## src/rtl/if_fetch_stage.sv

```systemverilog
// if_fetch_stage: instruction fetch stage with PC, credit-limited imem port, fetch queue and redirect flush
// Ports:
//   clk, rst            clock and synchronous active-low reset
//   ID_stall            decode cannot accept; IF_ID outputs hold
//   EX_br_taken/target  redirect from EX (target bits [1:0] ignored)
//   imem_req/addr/gnt   in-order instruction-memory request channel
//   imem_rvld/rdata     in-order response channel (latency >= 1)
//   IF_ID_pc/inst/vld   instruction handed to decode
//   IF_ID_pred          early-JAL marker (only with IF_JAL_PREDICT_EN)
// Optional macro: IF_JAL_PREDICT_EN enables early JAL redirect from the queue head.
module if_fetch_stage #(
    parameter logic [31:0] RESET_PC = 32'h0000_0000,
    parameter int          QDEPTH   = 2
) (
    input  logic        clk,
    input  logic        rst,
    input  logic        ID_stall,
    input  logic        EX_br_taken,
    input  logic [31:0] EX_br_target,
    output logic        imem_req,
    output logic [31:0] imem_addr,
    input  logic        imem_gnt,
    input  logic        imem_rvld,
    input  logic [31:0] imem_rdata,
    output logic [31:0] IF_ID_pc,
    output logic [31:0] IF_ID_inst,
`ifdef IF_JAL_PREDICT_EN
    output logic        IF_ID_pred,
`endif
    output logic        IF_ID_vld
);
    localparam int          AW      = $clog2(QDEPTH);
    localparam int          CW      = AW + 1;
    localparam logic [CW:0] CREDITS = (CW + 1)'(QDEPTH);
    localparam logic [31:0] NOP     = 32'h0000_0013;

    typedef enum logic [1:0] {IDLE, RUN, FLUSH} state_t;

    state_t        state_q, state_d;
    logic [31:0]   pc_q, pc_d;
    logic [CW-1:0] out_q, out_d;
    logic [CW-1:0] drop_q, drop_d;
    logic [AW-1:0] tag_wr_q, tag_wr_d, tag_rd_q, tag_rd_d;
    logic [AW-1:0] q_wr_q, q_wr_d, q_rd_q, q_rd_d;
    logic [CW-1:0] q_cnt_q, q_cnt_d;
    logic [31:0]   tag_mem [QDEPTH];
    logic [31:0]   q_pc    [QDEPTH];
    logic [31:0]   q_inst  [QDEPTH];
    logic [31:0]   if_pc_q, if_pc_d, if_inst_q, if_inst_d;
    logic          if_vld_q, if_vld_d;

    logic          q_empty, pop, push, fire, rsp_vld, redirect, jal_redir, credit_ok;
    logic [CW-1:0] inflight;
    logic [31:0]   head_pc, head_inst, redir_pc;

    assign q_empty   = q_cnt_q == '0;
    assign head_pc   = q_pc[q_rd_q];
    assign head_inst = q_inst[q_rd_q];
    assign pop       = !EX_br_taken && !ID_stall && !q_empty;

`ifdef IF_JAL_PREDICT_EN
    logic [31:0] jal_tgt;
    logic        if_pred_q, if_pred_d;
    assign jal_tgt   = head_pc + {{11{head_inst[31]}}, head_inst[31], head_inst[19:12],
                                  head_inst[20], head_inst[30:21], 1'b0};
    // The JAL is still handed to decode; only the entries behind it are flushed.
    assign jal_redir = pop && head_inst[6:0] == 7'b1101111;
    assign redir_pc  = EX_br_taken ? (EX_br_target & ~32'h3) : (jal_tgt & ~32'h3);
    assign if_pred_d = EX_br_taken ? 1'b0 : ID_stall ? if_pred_q : jal_redir;
    assign IF_ID_pred = if_pred_q;
`else
    assign jal_redir = 1'b0;
    assign redir_pc  = EX_br_target & ~32'h3;
`endif

    assign redirect  = EX_br_taken || jal_redir;
    // Outside FLUSH drop_q is zero, inside FLUSH out_q is zero, so the sum is
    // always the number of requests still in flight.
    assign inflight  = out_q + drop_q;
    assign rsp_vld   = imem_rvld && inflight != '0;
    assign credit_ok = ({1'b0, out_q} + {1'b0, q_cnt_q}) < CREDITS;
    assign fire      = imem_req && imem_gnt;
    assign push      = state_q == RUN && rsp_vld && !redirect;

    // State register
    always_ff @(posedge clk) begin
        if (!rst) state_q <= IDLE;
        else      state_q <= state_d;
    end

    // Next-state logic
    always_comb begin
        state_d = redirect ? (drop_d != '0 ? FLUSH : RUN)
                : state_q == IDLE ? RUN
                : (state_q == FLUSH && drop_d == '0) ? RUN
                : state_q;
    end

    // Output logic
    always_comb begin
        imem_req  = state_q == RUN && !redirect && credit_ok;
        imem_addr = pc_q;
    end

    // Datapath next-state
    always_comb begin
        pc_d      = redirect ? redir_pc : fire ? pc_q + 32'd4 : pc_q;
        out_d     = redirect ? '0 : out_q + CW'(fire) - CW'(push);
        // A response arriving in the redirect cycle is already accounted for.
        drop_d    = redirect ? inflight - CW'(rsp_vld) : drop_q - CW'(state_q == FLUSH && rsp_vld);
        tag_wr_d  = redirect ? '0 : tag_wr_q + AW'(fire);
        tag_rd_d  = redirect ? '0 : tag_rd_q + AW'(push);
        q_wr_d    = redirect ? '0 : q_wr_q + AW'(push);
        q_rd_d    = redirect ? '0 : q_rd_q + AW'(pop);
        q_cnt_d   = redirect ? '0 : q_cnt_q + CW'(push) - CW'(pop);
        if_vld_d  = EX_br_taken ? 1'b0 : ID_stall ? if_vld_q : !q_empty;
        if_inst_d = EX_br_taken ? NOP : ID_stall ? if_inst_q : q_empty ? NOP : head_inst;
        if_pc_d   = pop ? head_pc : if_pc_q;
    end

    always_ff @(posedge clk) begin
        if (!rst) begin
            pc_q      <= RESET_PC;
            out_q     <= '0;
            drop_q    <= '0;
            tag_wr_q  <= '0;
            tag_rd_q  <= '0;
            q_wr_q    <= '0;
            q_rd_q    <= '0;
            q_cnt_q   <= '0;
            if_pc_q   <= RESET_PC;
            if_inst_q <= NOP;
            if_vld_q  <= 1'b0;
`ifdef IF_JAL_PREDICT_EN
            if_pred_q <= 1'b0;
`endif
        end else begin
            pc_q      <= pc_d;
            out_q     <= out_d;
            drop_q    <= drop_d;
            tag_wr_q  <= tag_wr_d;
            tag_rd_q  <= tag_rd_d;
            q_wr_q    <= q_wr_d;
            q_rd_q    <= q_rd_d;
            q_cnt_q   <= q_cnt_d;
            if_pc_q   <= if_pc_d;
            if_inst_q <= if_inst_d;
            if_vld_q  <= if_vld_d;
`ifdef IF_JAL_PREDICT_EN
            if_pred_q <= if_pred_d;
`endif
        end
    end

    // Storage arrays need no reset: pointers and counts decide what is live.
    always_ff @(posedge clk) begin
        if (fire) tag_mem[tag_wr_q] <= pc_q;
        if (push) begin
            q_pc[q_wr_q]   <= tag_mem[tag_rd_q];
            q_inst[q_wr_q] <= imem_rdata;
        end
    end

    assign IF_ID_pc   = if_pc_q;
    assign IF_ID_inst = if_inst_q;
    assign IF_ID_vld  = if_vld_q;

    a_rvld_has_credit: assert property (@(posedge clk) disable iff (!rst) !(imem_rvld && inflight == '0));

endmodule

```

## config.mk

```make
export PLATFORM = sky130hd
export DESIGN_NAME = if_fetch_stage
export DESIGN_NICKNAME = d
export VERILOG_FILES = /design/src/rtl/if_fetch_stage.sv
export SDC_FILE = /design/constraint.sdc
export NUM_CORES = 1
export LEC_CHECK = 0
export CORE_ASPECT_RATIO = 1.25
export CORE_MARGIN = 2
export CORE_UTILIZATION = 55
export DETAILED_ROUTE_END_ITERATION = 8
export GPL_ROUTABILITY_DRIVEN = 0
export PLACE_DENSITY = 0.81
export REMOVE_ABC_BUFFERS = 1
export SLEW_MARGIN = 15
export SYNTH_ARGS = -nofsm -noshare
export SYNTH_HDL_FRONTEND = slang
export SYNTH_SLANG_ARGS = --single-unit
export TNS_END_PERCENT = 20
```

## constraint.sdc

```tcl
create_clock -name clk -period 9.26 [get_ports clk]
set_clock_uncertainty 0.05 [all_clocks]
set_input_delay 2.778 -clock clk [delete_from_list [all_inputs] [get_ports clk]]
set_output_delay 2.778 -clock clk [all_outputs]
set_load 0.05 [all_outputs]
```

==> results of run 1 <==
-- state kept, by name (all words and copies together), names as in the netlist, 30 cells and up --
| register | cells |
|---|---|
| q_inst | 64 |
| q_pc | 60 |
| tag_mem | 60 |
| IF_ID_inst | 32 |
| IF_ID_pc | 30 |
| imem_addr | 30 |
-- power groups by stage --
stage               registers, W  logic (W)  clock network, W
finish                   0.00142   0.000170           0.00115
global route             0.00142   0.000183           0.00123
CTS                      0.00142   0.000171           0.00118
detailed placement       0.00144   0.000169                 0
global placement         0.00144   0.000165                 0
floorplan                0.00147  0.0000611                 0
-- path summary, 6_finish.rpt --
| kind | from | to | slack, ns |
|---|---|---|---|
| worst max-delay path | EX_br_taken | imem_req | 1.68 |
| worst min register to register | IF_ID_inst[4] | IF_ID_inst[4] | 0.43 |
| worst max register to register | drop_q[1] | q_pc[0][21] | 5.91 |
| worst min-delay path | IF_ID_inst[4] | IF_ID_inst[4] | 0.43 |
-- kinds of logic (layout without fill, tap and decap cells) --
family / Yosys count / in the layout / synth area share
fa+ha+maj: 13 / 13 / 0.01522
xor+xnor: 25 / 25 / 0.02092
simple gates: 215 / 215 / 0.08761
buf+inv: 65 / 237 / 0.02540
other cells: 1 / 4 / 0.0003354
compound gates: 143 / 143 / 0.07956
mux: 95 / 95 / 0.08884
flops: 289 / 289 / 0.6821
-- layer usage --
metal | global-route usage | routed length [um] | vias up
li1 | - | - | 3401
met2 | 0.3803 | 11630 | 255
met3 | 0.03880 | 1553 | 42
met4 | 0.05929 | 480 | 0
met1 | 0.2661 | 9565 | 3474
met5 | 0 | 0 | -
-- worst reg2reg max path, delay by kind of cell, from the launching register on --
family	cells	cell delay [ns]
AO/OA/AOI/OAI	1	0.09
XOR/XNOR	1	0.39
adder cells (fa/ha/maj)	1	0.63
buffers and inverters	2	0.75
flip-flops	1	0.37
AND/OR/NAND/NOR	1	0.68
-- final cells by class --
class	instances	area (um2)
fillers	1418	6046
inverters	15	61.31
multi-input cells	495	3306
well taps	270	337.8
clock inverters	13	163.9
flip-flops and latches	289	7631
repair buffers	173	1702
clock buffers	36	782.0
-- cells in the mapped netlist, drive strengths merged (12+ instances only) --
cell type,count
a211oi,31
dfxtp,105
a21oi,51
nand4,13
mux2i,61
buf,15
mux2,34
clkbuf,35
inv,13
edfxtp,184
xor2,12
ha,12
o21ai,27
nor2,114
nand3,13
nand2,37
xnor2,12
-- through the flow --
step / std cells / instance area [um2] / worst slack (ns)
global placement: 1242 / 13040 / 1.662
floorplan: 799 / 10970 / 2.489
detailed placement: 1242 / 13040 / 1.658
global route: 1291 / 13980 / 1.621
CTS: 1291 / 13980 / 1.658
finish: 1291 / 13980 / 1.678
==> flow_metrics.py, run 1 <==
metrics = {
    "flow_run": {
        "cap_violations": 0,
    },
    "routing": {
        "postRouteAntennaNets": 0,
        "postRouteWirelength_um": 23230,
        "viasPerCell": 5.555,
        "vias": 7172,
        "route.detailed.drc": 0,
        "wl_per_cell_um": 17.99,
        "first_iter_violations": 457,
        "firstDrtPassIters": 5,
    },
    "clocking": {
        "clk_latency_ns": 0.52,
        "htreeDepth": 1,
        "cts-root-buf": "clkbuf_16",
        "clkSlewWorstSetupHoldPaths_ns": 0.06,
        "cts_tree": "done",
        "post-cts-setup-buffer-count": 0,
        "cts-resized-gates": 0,
        "cts_hold_buf": 0,
        "cts.sinks": 289,
        "cts_buffer_depth": 3,
        "cts_buffers": 27,
    },
    "setup_path": {
        "critical_path_required_ns": 6.43,
        "cp_top_family": "buffers and inverters",
        "max_stage_delay_ns": 0.81,
        "worst_setup_path_end_kind": "output port",
        "start_kind": "input port",
        "path_cells": "clkdlybuf4s50_1, or4b_4, nor2_1, clkdlybuf4s50_1",
        "cp_num_buf_inv": 2,
        "worstPathArrival_ns": 4.75,
        "path_common_cell": "clkdlybuf4s50_1",
        "crit_slowest_cell": "clkdlybuf4s50_1",
        "reg2reg_depth": 6,
        "crit_type": "input port to output port",
        "path_depth": 4,
        "cp_max_fo": 2,
    },
    "global_route": {
        "antenna_found_initial": 0,
        "gr-total-overflow": 0,
        "grt_pass1_vias": 7119,
        "grt_max_degree": 62,
        "grt_usage": 0.2124,
        "grt_pass1_wl_um": 36710,
    },
    "logic_synthesis": {
        "synth_edf_count": 184,
        "synth.avg_cell_area_um2": 13.22,
        "synth_ff_type": "edfxtp_1",
        "ys_top_cells_by_area": "edfxtp_1, dfxtp_1, mux2i_1, nor2_1, mux2_2",
        "yosysTopAreaCell": "edfxtp_1",
        "synth.distinct_cells": 52,
        "synthCells": 846,
        "synth-async-reset-ratio": 0,
        "synth_warnings": 0,
        "syn-cell-area_mm2": 0.01118,
        "ys_seq_area_frac": 0.6821,
        "ys_ff_latch": 289,
        "synth_top_cell_area_share": 0.4941,
    },
    "final_layout": {
        "final_util": 0.6982,
        "area.growth.synth_to_final_pct": 25.05,
        "finalNetCount": 1084,
        "drive_gt1_frac": 0.09598,
        "final_cell_mix": "edfxtp_1, clkdlybuf4s50_1, nor2_1, dfxtp_1, mux2i_1",
        "diodes": 0,
        "final_common_cell": "edfxtp_1",
    },
    "timing": {
        "drv_slew": 0,
        "max_freq_mhz": 131.9,
        "max_slew.worst_pin.slew_ns": 1.058,
        "period_needed_ns": 7.582,
        "slew_headroom": 0.2923,
        "setup_tns_ns": 0,
        "whs_ns": 0.4303,
        "setup_viol": 0,
        "hold_viol_final": 0,
        "rsz0062_at_grt": "no",
        "timing.final.crit_share": 0.8188,
    },
    "pwr": {
        "netSwitchingPower_w": 0.0005759,
        "p_per_area_mw_per_mm2": 196.0,
        "seqPwrFrac": 0.517,
        "p_total_w": 0.002741,
        "switching_share": 0.2101,
        "comb_power_share": 0.062,
        "peakVddDrop_uv": 166.9,
        "p_leak_nw": 4.625,
        "p_clk_frac": 0.421,
        "p_int_w": 0.002165,
    },
    "min_path": {
        "min_path_cells": 2,
        "hold_class": "register to register",
    },
    "place": {
        "dpl.hpwl_um": 14730,
        "io_buffers": 161,
    },
    "die": {
        "dieArea_mm2": 0.02149,
        "die_w_um": 131.5,
        "initial_core_util": 0.5583,
        "io-pin-count": 168,
        "core_area_mm2": 0.02003,
        "row_count": 58,
        "die_h_um": 163.4,
    },
    "outcome": {
        "outcome": "finished, final reports clean",
    },
}
(Power assumes the default switching activity.)
==> inputs of run 2 (changes only) <==
- CORE_UTILIZATION: 55 -> 54
- PLACE_DENSITY: 0.81 -> 0.8
- clock period: 9.26 -> 7.3 ns (I/O delays scaled with it)
==> run 2 against run 1 <==
Compared with the run above: utilization is 0.60 points lower; hold slack lost 0.015 ns; flip-flop and latch count unchanged; power grew 26%; clock power is 26% higher; via count grew 0.84%; final cell count is 0.23% higher; wire length is 0.73% lower; largest cell class unchanged.
==> flow_metrics.py, run 2 (synthesized netlist as in run 1, its figures left out) <==
metrics = {
    "timing": {
        "drv_slew": 0,
        "period_needed_ns": 5.890,
        "max_slew.worst_pin.slew_ns": 1.151,
        "hold_viol_final": 0,
        "max_freq_mhz": 169.8,
        "timing.final.crit_share": 0.8069,
        "rsz0062_at_grt": "no",
        "setup_viol": 0,
        "setup_tns_ns": 0,
        "slew_headroom": 0.2329,
    },
    "global_route": {
        "antenna_found_initial": 0,
        "grt_usage": 0.2066,
        "grt_pass1_vias": 6952,
        "grt_max_degree": 64,
        "gr-total-overflow": 0,
        "grt_pass1_wl_um": 36070,
    },
    "final_layout": {
        "largest_reg_flops": 64,
        "final_cell_mix": "edfxtp_1, clkdlybuf4s50_1, nor2_1, dfxtp_1, mux2i_1",
        "n_fill_cell": 1421,
        "drive_gt1_frac": 0.1016,
        "regMostFlops": "q_inst",
        "area.growth.synth_to_final_pct": 25.32,
        "largestRegisters": "q_inst (64), q_pc (60), tag_mem (60)",
        "diodes": 0,
        "finalNetCount": 1087,
        "final_common_cell": "edfxtp_1",
    },
    "pwr": {
        "p_clk_frac": 0.419,
        "p_per_area_mw_per_mm2": 247.4,
        "p_total_w": 0.003467,
        "netSwitchingPower_w": 0.0007324,
        "switching_share": 0.2113,
        "p_leak_nw": 4.642,
        "p_int_w": 0.002734,
        "peakVddDrop_uv": 209.4,
        "comb_power_share": 0.063,
        "seqPwrFrac": 0.518,
    },
    "die": {
        "die_w_um": 132.7,
        "row_count": 58,
        "io-pin-count": 168,
        "core_area_mm2": 0.02025,
        "die_h_um": 164.9,
        "dieArea_mm2": 0.02188,
        "initial_core_util": 0.5523,
    },
    "setup_path": {
        "r2r_slack_ns": 4.16,
        "path_cells": "clkdlybuf4s50_1, or4b_4, nor2_1, buf_12",
        "worstPathArrival_ns": 3.65,
        "cp_num_buf_inv": 2,
        "r2r-start": "out_q[0]",
        "crit_slowest_cell": "or4b_4",
        "max_stage_delay_ns": 0.57,
        "endpoint": "imem_req",
        "path_depth": 4,
        "cp_max_fo": 2,
        "crit_type": "input port to output port",
        "worst_setup_path_end_kind": "output port",
        "cp_top_family": "simple AND/OR/NAND/NOR gates",
        "reg2reg_to": "q_pc[0][17]",
        "setup.worst_path.start": "EX_br_taken",
        "start_kind": "input port",
        "critical_path_required_ns": 5.06,
        "reg2reg_depth": 7,
    },
    "routing": {
        "vias": 7232,
        "wl_per_cell_um": 17.82,
        "route.detailed.drc": 0,
        "postRouteWirelength_um": 23060,
        "postRouteAntennaNets": 0,
        "viasPerCell": 5.589,
        "firstDrtPassIters": 4,
        "first_iter_violations": 379,
    },
    "clocking": {
        "cts_buffers": 27,
        "htreeDepth": 1,
        "cts-resized-gates": 0,
        "clk_latency_ns": 0.51,
        "post-cts-setup-buffer-count": 0,
        "cts_tree": "done",
        "cts-root-buf": "clkbuf_16",
        "cts.sinks": 289,
        "cts_hold_buf": 0,
        "clkSlewWorstSetupHoldPaths_ns": 0.06,
        "cts_buffer_depth": 3,
    },
    "flow_run": {
        "cap_violations": 0,
    },
    "place": {
        "dpl.hpwl_um": 14680,
        "io_buffers": 161,
    },
    "outcome": {
        "outcome": "finished, final reports clean",
    },
    "min_path": {
        "hold_class": "register to register",
    },
}
[run 2: cell types whose count changed in the layout (fill, tap and decap cells not counted)]
cell	change
buf_4	+3
clkdlybuf4s50_1	-1
clkinv_1	-2
clkbuf_8	+2
bufinv_16	-1
clkinvlp_4	+1
buf_12	+1
[run 2: metrics by stage]
stage,cells,hold slack [ns],util,instance area (um2),worst slack (ns)
after floorplan,799,0.4792,-,10970,1.173
after global placement,1245,0.4004,0.6455,13070,1.382
after detailed placement,1245,0.4065,0.6455,13070,1.390
after CTS,1294,0.4158,0.6921,14010,1.393
after global routing,1294,0.4459,0.6921,14010,1.374
final,1294,0.4153,0.6921,14010,1.410
[run 2: per-layer routing]
layer,GRT usage,vias up,part of all wire
met4,0.05327,0,0.016
met1,0.2590,3544,0.41
li1,-,3413,-
met5,0,-,0
met3,0.03560,26,0.069
met2,0.3731,249,0.51
[run 2: layout make-up]
class / count / area [um2] / area share
Inverter: 15 / 61.31 / 0.004375
Sequential cell: 289 / 7631 / 0.5446
Multi-Input combinational cell: 495 / 3306 / 0.2359
Timing Repair Buffer: 176 / 1734 / 0.1238
Tap cell: 270 / 337.8 / 0.02411
Clock inverter: 11 / 133.9 / 0.009554
Clock buffer: 38 / 809.5 / 0.05777
[run 2: power groups by stage]
stage | sequential [W] | clock, W | combinational (W)
floorplan | 0.00186 | 0 | 0.0000776
global placement | 0.00183 | 0 | 0.000211
detailed placement | 0.00183 | 0 | 0.000216
CTS | 0.00180 | 0.00148 | 0.000218
global route | 0.00180 | 0.00155 | 0.000233
finish | 0.00180 | 0.00145 | 0.000218
[run 2: worst min-delay path, cell delays in order, from the launching register on]
cell	delay (ns)
dfxtp_1	0.31
nand2_1	0.06
a21oi_1	0.06
[run 2: how the worst min path moves through the flow]
stage,slack (ns),depth (start not counted),to,from
6_report,0.42,2,IF_ID_vld,IF_ID_vld
3_5_place_dp,0.41,2,IF_ID_vld,IF_ID_vld
5_1_grt,0.45,2,IF_ID_vld,IF_ID_vld
3_3_place_gp,0.40,2,IF_ID_vld,IF_ID_vld
4_1_cts,0.42,2,IF_ID_vld,IF_ID_vld
2_1_floorplan,0.48,2,state_q[1],state_q[0]
==> inputs of run 3 (changes only) <==
- clock period: 7.3 -> 5.5 ns (I/O delays scaled with it)
==> run 3 against run 2 <==
Compared with the run above: flip-flop and latch count is the same; via count shrank 1.1%; die area is the same; wire length shrank 1.6%; first-iteration DRC count shrank 4.7%; hold slack gained 0.015 ns; sequential power grew 32%; design area shrank 0.37%; critical path depth is the same; critical path type unchanged.
==> flow_metrics.py, run 3 (synthesized netlist as in run 1, its figures left out) <==
metrics = {
    "outcome": {
        "outcome": "finished, final reports clean",
    },
    "final_layout": {
        "final_common_cell": "edfxtp_1",
        "final_area_mm2": 0.01396,
        "final_util": 0.6896,
        "diodes": 0,
        "regMostFlops": "q_inst",
        "final_cell_mix": "edfxtp_1, clkdlybuf4s50_1, nor2_1, dfxtp_1, mux2i_1",
        "largestRegisters": "q_inst (64), q_pc (60), tag_mem (60)",
        "largest_reg_flops": 64,
        "n_fill_cell": 1363,
        "stdcell_count": 1294,
        "drive_gt1_frac": 0.1006,
        "area.growth.synth_to_final_pct": 24.86,
        "finalNetCount": 1085,
    },
    "die": {
        "initial_core_util": 0.5523,
        "die_w_um": 132.7,
        "dieArea_mm2": 0.02188,
        "die_h_um": 164.9,
        "row_count": 58,
        "io-pin-count": 168,
        "core_area_mm2": 0.02025,
    },
    "setup_path": {
        "r2r_slack_ns": 2.45,
        "crit_type": "input port to output port",
        "setup.worst_path.start": "EX_br_taken",
        "worstPathArrival_ns": 3.14,
        "critical_path_required_ns": 3.80,
        "reg2reg_depth": 7,
        "reg2reg_to": "tag_mem[1][16]",
        "r2r-start": "q_cnt_q[0]",
        "start_kind": "input port",
        "cp_max_fo": 2,
        "worst_setup_path_end_kind": "output port",
    },
    "routing": {
        "route.detailed.drc": 0,
        "postRouteWirelength_um": 22680,
        "viasPerCell": 5.526,
        "wl_per_cell_um": 17.53,
        "postRouteAntennaNets": 0,
        "first_iter_violations": 361,
        "vias": 7150,
        "firstDrtPassIters": 4,
    },
    "clocking": {
        "clkSlewWorstSetupHoldPaths_ns": 0.06,
        "cts_buffers": 28,
        "clk_latency_ns": 0.53,
        "cts-root-buf": "clkbuf_16",
        "htreeDepth": 1,
        "cts_buffer_depth": 3,
        "cts_hold_buf": 0,
        "cts.sinks": 289,
        "cts-resized-gates": 0,
        "post-cts-setup-buffer-count": 0,
        "cts_tree": "done",
    },
    "timing": {
        "max_slew.worst_pin.slew_ns": 1.145,
        "rsz0062_at_grt": "no",
        "period_needed_ns": 4.843,
        "drv_slew": 0,
        "hold_viol_final": 0,
        "setup_viol": 0,
        "max_freq_mhz": 206.5,
        "timing.final.crit_share": 0.8806,
        "slew_headroom": 0.2370,
        "setup_tns_ns": 0,
    },
    "min_path": {
        "hold_start": "IF_ID_vld",
        "hold_class": "register to register",
        "hold_path_end": "IF_ID_vld",
        "min_path_cells": 2,
    },
    "pwr": {
        "p_per_area_mw_per_mm2": 323.2,
        "peakVddDrop_uv": 270.8,
        "p_total_w": 0.004512,
        "p_leak_nw": 4.606,
    },
    "global_route": {
        "grt_pass1_wl_um": 35520,
        "grt_usage": 0.2035,
        "grt_pass1_vias": 6879,
        "gr-total-overflow": 0,
        "grt_max_degree": 64,
        "antenna_found_initial": 0,
    },
    "flow_run": {
        "cap_violations": 0,
    },
    "place": {
        "dpl.hpwl_um": 14290,
        "io_buffers": 161,
        "postPlaceCellArea_mm2": 0.01306,
        "dp_cells": 1242,
    },
}
-- run 3: per-stage QoR --
stage	hold WS (ns)	setup slack, ns
finish	0.4303	0.6569
floorplan	0.4792	-0.08689
CTS	0.4253	0.6364
global placement	0.4019	0.6226
global route	0.4481	0.6132
detailed placement	0.4085	0.6364
-- run 3: layout make-up --
cell class	count	area, um2	area share
flip-flops and latches	289	7631	0.5466
multi-input cells	495	3306	0.2368
repair buffers	173	1724	0.1235
clock buffers	35	778.2	0.05574
well taps	270	337.8	0.02420
clock inverters	17	123.9	0.008872
inverters	15	61.31	0.004391
-- run 3: worst max-delay path: stages --
cell,delay [ns]
clkdlybuf4s50_1,0.54
or4b_4,0.57
nor2_1,0.20
buf_12,0.17
-- run 3: worst max path at each step --
stage | end
after detailed placement | imem_req
after global placement | imem_req
after CTS | imem_req
final | imem_req
after global routing | imem_req
after floorplan | q_cnt_q[1]
-- run 3: metal layers --
layer / vias up / global-route usage / wire [um] / part of all wire
li1: 3413 / - / - / -
met1: 3454 / 0.2540 / 9377 / 0.41
met2: 249 / 0.3650 / 11350 / 0.50
met3: 34 / 0.03468 / 1506 / 0.066
met4: 0 / 0.06061 / 441 / 0.019
met5: - / 0 / 0 / 0
-- run 3: report_power, final --
part	internal (W)	total, W	switching [W]
combinational	0.000119	0.000287	0.000168
sequential	0.00234	0.00238	0.0000391
clock	0.00105	0.00184	0.000789
